===== config.mk =====
export PLATFORM = sky130hd
export DESIGN_NAME = itcm_ctrl
export DESIGN_NICKNAME = d
export VERILOG_FILES = /design/src/rtl/itcm_pkg.sv /design/src/rtl/itcm_rsp_buf.sv /design/src/rtl/itcm_ctrl.sv
export SDC_FILE = /design/constraint.sdc
export NUM_CORES = 1
export LEC_CHECK = 0
export CAP_MARGIN = 20
export CORE_MARGIN = 1.5
export CORE_UTILIZATION = 24
export CTS_BUF_LIST = sky130_fd_sc_hd__clkbuf_8
export DETAILED_ROUTE_END_ITERATION = 8
export GPL_TIMING_DRIVEN = 1
export PLACE_DENSITY = 0.66
export SYNTH_ARGS = -nofsm -noshare
export SYNTH_HDL_FRONTEND = slang
export SYNTH_HIERARCHICAL = 1
export SYNTH_SLANG_ARGS = --single-unit
export TNS_END_PERCENT = 20

===== constraint.sdc =====
create_clock -name clk -period 3.2 [get_ports clk]
set_input_delay 0.64 -clock clk [delete_from_list [all_inputs] [get_ports clk]]
set_output_delay 0.64 -clock clk [all_outputs]
set_load 0.01 [all_outputs]

===== src/rtl/itcm_pkg.sv =====
// Shared ITCM definitions: port/SRAM widths used by the IFU side and the
// SRAM operation encoding used by the controller's arbiter.
package itcm_pkg;

    localparam int ITCM_ADDR_WIDTH = 16;
    localparam int ITCM_RAM_DW     = 32;
    localparam int ITCM_RAM_AW     = ITCM_ADDR_WIDTH - 2;
    localparam int ITCM_RAM_MW     = ITCM_RAM_DW / 8;

    // What the SRAM port does in the current cycle.
    typedef enum logic [1:0] {
        RAM_IDLE  = 2'd0,
        RAM_WRITE = 2'd1,
        RAM_READ  = 2'd2
    } ram_op_e;

endpackage


===== src/rtl/itcm_rsp_buf.sv =====
// One-entry response holding buffer. Passes the live SRAM word straight
// through when the consumer is ready and parks it when the consumer stalls,
// so a 1-cycle-latency SRAM never loses read data under back-pressure.
module itcm_rsp_buf
    import itcm_pkg::*;
(
    input  logic                   clk,
    input  logic                   rst,
    input  logic                   in_valid,
    input  logic [ITCM_RAM_DW-1:0] in_data,
    input  logic                   out_ready,
    output logic                   out_valid,
    output logic [ITCM_RAM_DW-1:0] out_data,
    output logic                   hold_vld
);

    logic [ITCM_RAM_DW-1:0] hold_data;

    // Capture the live word when it is not taken; release once consumed.
    always_ff @(posedge clk) begin
        if (rst) begin
            hold_vld  <= 1'b0;
            hold_data <= '0;
        end else begin
            // NOTE: non-blocking assignments keep every flop sampling the
            // pre-edge values, independent of statement order.
            if (in_valid && !out_ready) begin
                hold_vld  <= 1'b1;
                hold_data <= in_data;
            end else if (out_ready) begin
                hold_vld  <= 1'b0;
            end
        end
    end

    // The upstream never presents a new word while one is parked, so the
    // buffered word simply takes precedence.
    assign out_valid = hold_vld | in_valid;
    assign out_data  = hold_vld ? hold_data : in_data;

endmodule


===== src/rtl/itcm_ctrl.sv =====
// Instruction TCM controller: arbitrates the loader write port (priority)
// against IFU fetches onto a single-port 1-cycle-latency SRAM and returns
// fetched words in order through a one-entry holding buffer.
module itcm_ctrl
    import itcm_pkg::*;
(
    input  logic                       clk,
    input  logic                       rst,

    input  logic                       ifu2itcm_cmd_valid,
    output logic                       ifu2itcm_cmd_ready,
    input  logic [ITCM_ADDR_WIDTH-1:0] ifu2itcm_cmd_addr,
    output logic                       ifu2itcm_rsp_valid,
    input  logic                       ifu2itcm_rsp_ready,
    output logic [ITCM_RAM_DW-1:0]     ifu2itcm_rsp_rdata,

    input  logic                       ext2itcm_cmd_valid,
    output logic                       ext2itcm_cmd_ready,
    input  logic [ITCM_ADDR_WIDTH-1:0] ext2itcm_cmd_addr,
    input  logic [ITCM_RAM_DW-1:0]     ext2itcm_cmd_wdata,
    input  logic [ITCM_RAM_MW-1:0]     ext2itcm_cmd_wmask,

    output logic                       itcm_ram_cs,
    output logic                       itcm_ram_we,
    output logic [ITCM_RAM_AW-1:0]     itcm_ram_addr,
    output logic [ITCM_RAM_MW-1:0]     itcm_ram_wem,
    output logic [ITCM_RAM_DW-1:0]     itcm_ram_din,
    input  logic [ITCM_RAM_DW-1:0]     itcm_ram_dout
);

    logic    rd_pend;
    logic    hold_vld;
    logic    buf_valid;
    logic    fetch_hs;
    ram_op_e ram_op;

    // Byte offsets inside a word carry no meaning for a word-wide TCM.
    logic unused_addr_lsbs;
    assign unused_addr_lsbs = ^{ifu2itcm_cmd_addr[1:0], ext2itcm_cmd_addr[1:0]};

    // The loader is never stalled; a fetch needs the SRAM free and a
    // guaranteed landing slot for the word it will produce next cycle.
    assign ext2itcm_cmd_ready = 1'b1;
    assign ifu2itcm_cmd_ready = ~rst & ~ext2itcm_cmd_valid & ~hold_vld
                              & ~(rd_pend & ~ifu2itcm_rsp_ready);
    assign fetch_hs = ifu2itcm_cmd_valid & ifu2itcm_cmd_ready;

    // Pick this cycle's SRAM operation: loader write beats fetch read.
    always_comb begin
        // NOTE: a default before any condition means every path assigns the
        // signal, so no latch is inferred.
        ram_op = RAM_IDLE;
        if (!rst) begin
            if (ext2itcm_cmd_valid) ram_op = RAM_WRITE;
            else if (fetch_hs)      ram_op = RAM_READ;
        end
    end

    // Drive the SRAM pins for the chosen operation; idle pins sit at zero.
    always_comb begin
        itcm_ram_cs   = 1'b0;
        itcm_ram_we   = 1'b0;
        itcm_ram_addr = '0;
        itcm_ram_wem  = '0;
        itcm_ram_din  = '0;
        case (ram_op)
            RAM_WRITE: begin
                itcm_ram_cs   = 1'b1;
                itcm_ram_we   = 1'b1;
                itcm_ram_addr = ext2itcm_cmd_addr[ITCM_ADDR_WIDTH-1:2];
                itcm_ram_wem  = ext2itcm_cmd_wmask;
                itcm_ram_din  = ext2itcm_cmd_wdata;
            end
            RAM_READ: begin
                itcm_ram_cs   = 1'b1;
                itcm_ram_addr = ifu2itcm_cmd_addr[ITCM_ADDR_WIDTH-1:2];
            end
            default: ;
        endcase
    end

    // Remember that SRAM dout carries a fetched word in the next cycle.
    always_ff @(posedge clk) begin
        if (rst) rd_pend <= 1'b0;
        else     rd_pend <= fetch_hs;
    end

    itcm_rsp_buf u_rsp_buf (
        .clk       (clk),
        .rst       (rst),
        .in_valid  (rd_pend),
        .in_data   (itcm_ram_dout),
        .out_ready (ifu2itcm_rsp_ready),
        .out_valid (buf_valid),
        .out_data  (ifu2itcm_rsp_rdata),
        .hold_vld  (hold_vld)
    );

    // A read caught by reset is dropped rather than surfaced.
    assign ifu2itcm_rsp_valid = buf_valid & ~rst;

endmodule


==> impl_metrics.json <==
{
  "routabilityCongestion": 0.754,
  "leakagePower_nw": 1.73,
  "slew_headroom": 0.563,
  "drive_gt1_frac": 0.226,
  "min_period_ns": 3.10,
  "cp_max_fo": 16,
  "insertion_delay_ns": 0.28,
  "hold_violations": 0,
  "path_class": "in2out",
  "ios": 192,
  "clock_path_buffers": 2,
  "wirelength_um": 8700,
  "drtPass1Iterations": 4,
  "io_buffers": 186,
  "ctsResizeCount": 0,
  "multi_input_area_mm2": 0.00177,
  "fp.coreArea_mm2": 0.0107,
  "die_h_um": 108,
  "cts_max_level": 2,
  "root_buffer": "clkbuf_8",
  "clock.fmax_mhz": 323,
  "setup_viol": 0,
  "dieWidth_um": 108,
  "grt_pass1_vias": 2601,
  "synthArstFlopShare": 0,
  "crit_arrival_ns": 2.46,
  "start_util": 0.245,
  "hold_buffers": 0,
  "cp.required_ns": 2.56,
  "syn_nets": 356,
  "cp.depth": 6,
  "cp_cell_sequence": "clkdlybuf4s50_1, nand2b_4, a2111oi_4, buf_12, a22o_1, clkdlybuf4s50_1",
  "setup.worst_path.end_class": "primary output",
  "reg2reg_setup_slack_ns": 1.26,
  "ant_nets": 0,
  "crit_family": "buffers and inverters",
  "cp-startpoint": "ifu2itcm_cmd_valid",
  "timing.critical_path.to": "itcm_ram_addr[11]",
  "synth_top_cells_by_count": "36 x and2_1, 34 x dfxtp_1, 32 x nand2b_1, 32 x nand4bb_1",
  "antenna_found_initial": 0,
  "reg2reg_to": "u_rsp_buf/hold_data[27]",
  "ys_ff_latch": 34,
  "rsz0062_at_grt": "false",
  "grt_pass1_wl_um": 13300,
  "synth_area_per_cell_um2": 10.5,
  "synth_area_leaders": "dfxtp_1 26%, mux2_4 17%, nand4bb_1 14%",
  "hpwl_um": 6620,
  "worst_pin_slew_ns": 0.656,
  "drc": 0,
  "finalSetupTns_ns": 0,
  "cts_buffers": 5,
  "maxCapViolCount": 0,
  "path_buf_inv": 3,
  "ir_drop_v": 0.000116,
  "finClkSkew_ns": 0.00508,
  "cp_common_cell": "clkdlybuf4s50_1",
  "grt_use_total": 0.146,
  "yosysWarningCount": 6,
  "cts_setup_buffers": 0,
  "fin_nets": 529,
  "crit_slowest_cell": "clkdlybuf4s50_1",
  "regArea_um2": 682,
  "cts_sinks": 34,
  "grt_max_degree": 67,
  "cts_tree": "yes",
  "antenna_cells": 0,
  "outcome": "complete, no violations",
  "yosysSeqAreaShare": 0.258,
  "area_growth_pct": 77.7,
  "viasPerCell": 4.50,
  "cp-start-kind": "input port",
  "rr_worst_depth": 3,
  "crit_path_max_incr_delay_ns": 0.55,
  "fillers": 1069,
  "final-instance-count-excl-fill": 565,
  "dp.cells": 557,
  "vias": 2545,
  "fp-row-count": 38,
  "synthDistinctLibCells": 24,
  "min_path_type": "reg2reg",
  "yosysTopAreaCellShare": 0.258,
  "final_max_slew_viol_count": 0,
  "clkTransAtPathRegs_ns": 0.07,
  "drt_iter0_drc": 58,
  "syn_area_mm2": 0.00263,
  "dieArea_mm2": 0.0116,
  "yosys.area.top_type": "dfxtp_1",
  "route.detailed.wl_per_inst_um": 15.4,
  "synth_edf_count": 0,
  "overflow": 0,
  "timing.final.crit_share": 0.968,
  "synthFlopType": "dfxtp_1",
  "r2r_start": "rd_pend",
  "power_density_mw_per_mm2": 255,
  "yosysMostFrequentCell": "and2_1",
  "synthCells": 251
}
## cell type report
class	count	share of cell area
Clock buffer	6	0.0176
Clock inverter	2	0.00187
Inverter	1	0.000802
Multi-Input combinational cell	188	0.379
Sequential cell	34	0.146
Tap cell	140	0.0374
Timing Repair Buffer	194	0.418
## power breakdown
| group | internal, mW | total (mW) | switching (mW) | leakage (nW) |
|---|---|---|---|---|
| registers | 0.432 | 0.440 | 0.00822 | 0.276 |
| logic | 0.287 | 0.425 | 0.138 | 1.40 |
| clock network | 0.171 | 0.329 | 0.158 | 0.0524 |
| total | 0.890 | 1.19 | 0.304 | 1.73 |
## stage by stage
step / hold WS [ns] / area (um^2) / total power [mW] / util / setup WS [ns]
after global routing: 0.493 / 4680 / 1.26 / 0.436 / 0.0214
after global placement: 0.451 / 4590 / 0.876 / 0.427 / 0.0655
final: 0.468 / 4680 / 1.19 / 0.436 / 0.103
after floorplan: 0.441 / 2630 / 0.617 / - / 1.01
after CTS: 0.471 / 4680 / 1.22 / 0.436 / 0.0567
after detailed placement: 0.458 / 4590 / 0.880 / 0.427 / 0.0638
## logic make-up after synthesis
logic type	after synthesis	synth area share
other	1	0.00142
AO/OA/AOI/OAI	48	0.168
flip-flops	34	0.258
buffers and inverters	29	0.0679
multiplexers	32	0.180
AND/OR/NAND/NOR	107	0.324
## state kept, by name, indices dropped and copies added, names as in the netlist
register	flops
u_rsp_buf/hold_vld	1
rd_pend	1
u_rsp_buf/hold_data	32
## routing by layer
layer | global-route usage | wire length (um) | up-vias
met3 | 0.0539 | 824 | 8
met4 | 0.0273 | 64 | 0
met2 | 0.279 | 4600 | 119
met1 | 0.152 | 3210 | 1178
met5 | 0 | 0 | -
li1 | - | - | 1240
## worst register-to-register path: stages (launching register included)
cell	delay [ns]
dfxtp_1	0.60
buf_4	0.41
and2b_4	0.64
o21ai_1	0.15
## layout by cell type (no fill, tap or decap), drive strengths merged
cell	n
and2	36
nor3b	1
inv	2
o21ai	32
nand4bb	32
mux2	32
or2	2
clkdlybuf4s50	185
a2111oi	2
and2b	3
a22o	14
buf	9
dfxtp	34
clkinv	1
conb	1
clkbuf	6
nand2b	33
## worst min path at each step
stage / startpoint / end / slack [ns] / depth (start not counted)
finish: u_rsp_buf/hold_data[27] / u_rsp_buf/hold_data[27] / 0.47 / 2
global route: u_rsp_buf/hold_data[5] / u_rsp_buf/hold_data[5] / 0.49 / 2
CTS: u_rsp_buf/hold_data[27] / u_rsp_buf/hold_data[27] / 0.47 / 2
detailed placement: u_rsp_buf/hold_data[27] / u_rsp_buf/hold_data[27] / 0.46 / 2
global placement: u_rsp_buf/hold_data[26] / u_rsp_buf/hold_data[26] / 0.45 / 2
floorplan: u_rsp_buf/hold_data[26] / u_rsp_buf/hold_data[26] / 0.44 / 2
No activity file was read; power rests on OpenSTA's default activity.
